File: src/rtl/fetch_stage.sv
// Instruction-fetch stage: owns the PC, talks to a variable-latency instruction
// memory over a req/ack handshake, and feeds the decode pipeline register.
// A request, once issued, is never withdrawn. If a redirect arrives while a
// request is still outstanding, the stale response is drained in StDrop.
module fetch_stage #(
  parameter logic [31:0] RESET_PC  = 32'h0000_0000,
  parameter logic [31:0] NOP_INSTR = 32'h0000_0000
) (
  input  logic        clk,
  input  logic        Reset,
  input  logic        StallF,
  input  logic [1:0]  PCSrcD,
  input  logic [31:0] PCBranchD,
  input  logic [31:0] PCJumpD,
  output logic        IMemReq,
  output logic [31:0] IMemAddr,
  input  logic        IMemAck,
  input  logic [31:0] IMemRData,
  output logic [31:0] RD,
  output logic [31:0] PCPlusF,
  output logic        FetchBusyF
);

  typedef enum logic [1:0] {
    StReq  = 2'd0,
    StHold = 2'd1,
    StDrop = 2'd2
  } state_e;

  state_e      state_q, state_d;
  logic [31:0] pc_q, pc_d;
  logic [31:0] drop_addr_q, drop_addr_d;
  logic [31:0] instr_buf_q, instr_buf_d;

  logic [31:0] pc_plus4;
  logic [31:0] next_pc;
  logic        redirect;

  // Unqualified outputs of the FSM, before the reset override
  logic        req_raw;
  logic [31:0] addr_raw;
  logic [31:0] rd_raw;
  logic        busy_raw;

  // Next-PC selection; jump wins over branch when both are flagged
  always_comb begin
    pc_plus4 = pc_q + 32'd4;
    redirect = PCSrcD[1] | PCSrcD[0];
    if (PCSrcD[1]) begin
      next_pc = PCJumpD;
    end else if (PCSrcD[0]) begin
      next_pc = PCBranchD;
    end else begin
      next_pc = pc_plus4;
    end
  end

  // State register, PC and buffers
  always_ff @(posedge clk or posedge Reset) begin
    if (Reset) begin
      state_q     <= StReq;
      pc_q        <= RESET_PC;
      drop_addr_q <= 32'h0000_0000;
      instr_buf_q <= NOP_INSTR;
    end else begin
      state_q     <= state_d;
      pc_q        <= pc_d;
      drop_addr_q <= drop_addr_d;
      instr_buf_q <= instr_buf_d;
    end
  end

  // Next-state logic and raw handshake / decode-side outputs
  always_comb begin
    state_d     = state_q;
    pc_d        = pc_q;
    drop_addr_d = drop_addr_q;
    instr_buf_d = instr_buf_q;
    req_raw     = 1'b0;
    addr_raw    = pc_q;
    rd_raw      = NOP_INSTR;
    busy_raw    = 1'b0;

    unique case (state_q)
      StReq: begin
        req_raw  = 1'b1;
        addr_raw = pc_q;
        if (IMemAck) begin
          // Word goes to decode even on a redirect; decode flushes it
          rd_raw = IMemRData;
          if (StallF) begin
            instr_buf_d = IMemRData;
            state_d     = StHold;
          end else begin
            pc_d = next_pc;
          end
        end else begin
          busy_raw = 1'b1;
          if (redirect && !StallF) begin
            // Request for pc_q is already out; remember it so we can drain it
            drop_addr_d = pc_q;
            pc_d        = next_pc;
            state_d     = StDrop;
          end
        end
      end

      StHold: begin
        rd_raw = instr_buf_q;
        if (!StallF) begin
          pc_d    = next_pc;
          state_d = StReq;
        end
      end

      StDrop: begin
        req_raw  = 1'b1;
        addr_raw = drop_addr_q;
        busy_raw = 1'b1;
        // Later redirects retarget the PC; no fall-through increment here
        if (redirect && !StallF) begin
          pc_d = next_pc;
        end
        if (IMemAck) begin
          state_d = StReq;
        end
      end

      default: begin
        state_d = StReq;
      end
    endcase
  end

  // Reset forces the memory side and decode side quiet
  always_comb begin
    PCPlusF = pc_plus4;
    if (Reset) begin
      IMemReq    = 1'b0;
      IMemAddr   = addr_raw;
      RD         = NOP_INSTR;
      FetchBusyF = 1'b0;
    end else begin
      IMemReq    = req_raw;
      IMemAddr   = addr_raw;
      RD         = rd_raw;
      FetchBusyF = busy_raw;
    end
  end

endmodule

File: config.mk
export PLATFORM = sky130hd
export DESIGN_NAME = fetch_stage
export DESIGN_NICKNAME = d
export VERILOG_FILES = /design/src/rtl/fetch_stage.sv
export SDC_FILE = /design/constraint.sdc
export NUM_CORES = 1
export LEC_CHECK = 0
export BUFFER_PORTS_ARGS = -buffer_cell sky130_fd_sc_hd__buf_4
export CORE_UTILIZATION = 35
export DETAILED_ROUTE_END_ITERATION = 16
export GPL_TIMING_DRIVEN = 0
export PLACE_DENSITY_LB_ADDON = 0.08
export SETUP_SLACK_MARGIN = 0.5
export SLEW_MARGIN = 20
export SYNTH_ARGS = -nofsm -noshare
export SYNTH_HDL_FRONTEND = slang
export SYNTH_SLANG_ARGS = --single-unit
File: constraint.sdc
create_clock -name clk -period 5.35 [get_ports clk]
set_clock_uncertainty 0.05 [all_clocks]
set_input_delay 1.07 -clock clk [delete_from_list [all_inputs] [get_ports clk]]
set_output_delay 1.07 -clock clk [all_outputs]
set_load 0.02 [all_outputs]
* Word level (Yosys, flattened, before mapping) *
Cells that the tools add are included.

word-level totals
  flip-flop bits (word level) = 98
  bits in latches = 0
  RAM bits = 0
  memory bits (read-only) = 0
  input port bits = 102
  output and inout bits = 98
  logic and storage cells = 42
  memories kept = 0

cells by class
  add/sub/neg operators = 1
  $mul = 0
  divide/modulo/power cells = 0
  magnitude comparators = 0
  equal/unequal tests = 6
  shifts and indexed selects = 0
  mux-type cells = 21
  bitwise gates (word level) = 2
  reduce and logical (&&, ||, !) cells = 8

operator list
  cell                                           count
  2-to-1 mux 32 bit                              8
  one-hot mux 32 bit (3 select lines)            1
  one-hot mux 32 bit (2 select lines)            1
  adder 32 x 3 -> 32 bit, second input constant  1
  2-to-1 mux 2 bit                               5
  != test 3 bit, second input constant           2
  one-hot mux 2 bit (3 select lines)             1
  AND reduction 3 bit                            2
  2-to-1 mux 1 bit                               4
  != test 2 bit, second input constant           2
  AND reduction 4 bit                            1
  nonzero test 3 bit                             1
  == test 2 x 1 -> 1 bit, second input constant  1
  == test 2 bit, second input constant           1
  zero test 2 bit                                1
  one-hot mux 1 bit (2 select lines)             1
  OR reduction 2 bit                             1
  logical AND 1 bit                              1
  zero test 1 bit                                1
  inverter 1 bit                                 1
  OR 1 bit                                       1

* Depth between registers and ports, before layout *
  word-level depth = 6
  gate-level depth with buffers = 9
  mapped depth without buffers = 7

* Worst setup path after synthesis *
OpenSTA, ideal clock, no wires.

  path kind = in2out
  start = input Reset
  end = output RD[10]
  arrival = 4.182 ns
  data required time = 4.230 ns
  slack = 0.048 ns
  stages = 4
  path buffers = 1
  cell sequence = inv_1 -> o21ai_1 -> clkbuf_1 -> nor2_1

on the way
  word-level cells in the longest chain between the ends = 1

RTL lines
  element             RTL line  text
  start: declaration  10        input logic Reset,
  2-to-1 mux 32 bit   138       if (Reset) begin
  end: declaration    19        output logic [31:0] RD,

No other way between the ends.

* Worst setup path after layout *
  start = input Reset
  end = output RD[21]

Same word-level chain as after synthesis.

==> impl_metrics.ini <==
[critical_path]
path_class = input port to output port
critical_path_arrival_ns = 3.06
cp-start-kind = input port
endpoint_kind = output port
path_max_fanout = 26
required_ns = 4.23

[yosys]
synth_edf_count = 0
avgSynthCellArea_um2 = 9.64
ys_seq_area_share_pct = 40.1
synth.area.top_cells = dfrtp_1, mux2_2, a22oi_1, nor2_1, nand2_1
synth_top_area_share_pct = 40.1
ys_ff_latch = 98
synth-main-ff-cell = dfrtp_1
syn-instance-count = 634
syn-cell-area_mm2 = 0.00611
ys_warn_count = 0
synth_top_area_cell = dfrtp_1
yosysUniqueCellTypes = 53
async_reset_ff_share_pct = 100
syn_nets = 741

[detailed_routing]
wl_per_cell_um = 19.9
drtIter0Drc = 391
drc = 0
wl_um = 21400
viasPerCell = 5.54
ant_nets = 0
num_vias = 5936
drtPass1Iterations = 5

[floorplan]
die_area_mm2 = 0.0180
dieHeight_um = 134
core-area_mm2 = 0.0168
dieWidth_um = 134
io-pin-count = 200
rows = 47
initial_core_util_pct = 36.3

[clock_network]
postCtsSetupBuffers = 0
cts_max_level = 3
clk_latency_ns = 0.35
cts_resized = 0
clock_path_buffers = 2
tritoncts = built
clock-sinks = 98
cts_root_buf = clkbuf_16
cts_buffers = 9
cts_hold_buf = 0
path_clk_slew_ns = 0.07

[hold_path]
hp-class = register to register

[final_layout]
multi_input_area_mm2 = 0.00335
syn2layout_area_growth_pct = 34.8
fillers = 1645
seq_area_mm2 = 0.00245
antennaDiodeCount = 0
drive_gt1_share_pct = 40.0
layout.nets = 954
fin_area_mm2 = 0.00824

[pwr]
cellPowerDensity_mw_per_mm2 = 575
leakagePower_uw = 0.00371
irDropWorstVdd_v = 0.000221
total_power_uw = 4740

[global_route]
grt_max_degree = 28
antenna_found_initial = 0
grt_pass1_wl_um = 32500
grt_pass1_vias = 5966
grt_overflow = 0
grt.total_usage_pct = 23.7

[sta]
min_period_over_period_pct = 78.1
setup_viol = 0
relSlewSlack_pct = 44.1
fmax_mhz = 239
drv_slew = 0
min_period_ns = 4.18
finalHoldViolCount = 0
rsz0062_at_grt = no
fin_tns_setup_ns = 0
max_slew.worst_pin.slew_ns = 0.838

[place]
portBuffers = 199
place_hpwl_um = 16000
place_area_mm2 = 0.00796
gp_congestion = 0.861

[status]
run_status = finished, final reports clean

[job]
drv_cap = 0
-- flip-flops by register name (all words and copies together), names as in the netlist --
name         cells
instr_buf_q     32
pc_q            32
drop_addr_q     32
state_q          2
-- per-stage QoR --
step	hold slack, ns	std cells	util, %	setup WS [ns]
after floorplan	0.400	634	-	0.791
after detailed placement	0.422	1056	47.3	1.10
after CTS	0.437	1072	49.0	1.09
final	0.436	1072	49.0	1.17
after global routing	0.470	1072	49.0	0.884
after global placement	0.412	1053	46.9	-0.585
-- metal layers --
metal / GRT usage [%] / wire length, um
met1: 29.3 / 8790
met4: 9.18 / 492
met3: 4.20 / 1560
met5: 0 / 0
met2: 40.8 / 10500
-- cell type report --
type	count	share of cell area (%)
clock inverters	6	0.501
multi-input cells	459	40.7
repair buffers	202	19.0
inverters	11	0.547
clock buffers	10	2.90
plain buffers	66	3.31
well taps	220	3.34
flip-flops and latches	98	29.8
-- cell usage after synthesis (13+ instances only) --
| master | count |
|---|---|
| clkbuf_1 | 39 |
| a311oi_1 | 14 |
| a22oi_1 | 32 |
| nand2_1 | 48 |
| o22ai_1 | 19 |
| a21oi_1 | 19 |
| o21ai_0 | 32 |
| mux2_2 | 91 |
| dfrtp_1 | 98 |
| buf_2 | 13 |
| xor2_1 | 18 |
| a211oi_1 | 18 |
| nor2_1 | 54 |
-- worst paths after layout --
path,depth (start not counted),slack (ns),from,to
worst max-delay path,7,1.17,Reset,RD[21]
worst min-delay path,2,0.44,drop_addr_q[19],drop_addr_q[19]
worst max register to register,7,2.43,state_q[0],pc_q[17]
worst min register to register,2,0.44,drop_addr_q[19],drop_addr_q[19]
max in group asynchronous,4,3.72,Reset,pc_q[13]
min in group asynchronous,2,0.76,Reset,instr_buf_q[30]
-- worst max-delay path, cell delays in order --
cell        delay (ns)
buf_4             0.11
clkinvlp_4        0.51
buf_12            0.41
o21ai_1           0.24
clkbuf_1          0.41
nor2_1            0.12
buf_4             0.18
-- logic make-up (layout without fill, tap and decap cells) --
logic type      Yosys count  in the layout  synth area share [%]
xor+xnor                 28             28                  4.01
flops                    98             98                  40.1
fa+ha+maj                 5              5                  1.02
compound gates          168            168                  18.7
buf+inv                  77            295                  5.14
mux                      93             93                  17.1
simple gates            165            165                  13.9
-- cell usage in the layout (no fill, tap or decap), drive strengths merged, types with 3 or more instances in the layout --
cell,netlist,layout
o21a,3,3
o21ai,33,33
nand4,4,4
o221ai,12,12
clkbuf,40,50
dfrtp,98,98
nand3,10,10
a211oi,18,18
xnor2,10,10
xor2,18,18
a31oi,5,5
a311oi,14,14
nor2,54,54
nor4,7,7
and3,7,7
o211ai,4,4
nor3,12,12
nand2,48,48
and4,3,3
clkinvlp,0,4
a22oi,32,32
mux2,91,91
o22ai,19,19
or4,4,4
a21oi,19,19
and2,4,4
buf,26,228
inv,11,11
ha,5,5
-- power by group --
part	internal [uW]	switching (uW)	total (uW)
clock network	329	309	638
registers	1100	255	1360
logic	1190	1550	2740
total	2620	2120	4740
Power figures use the tool's default switching activity.
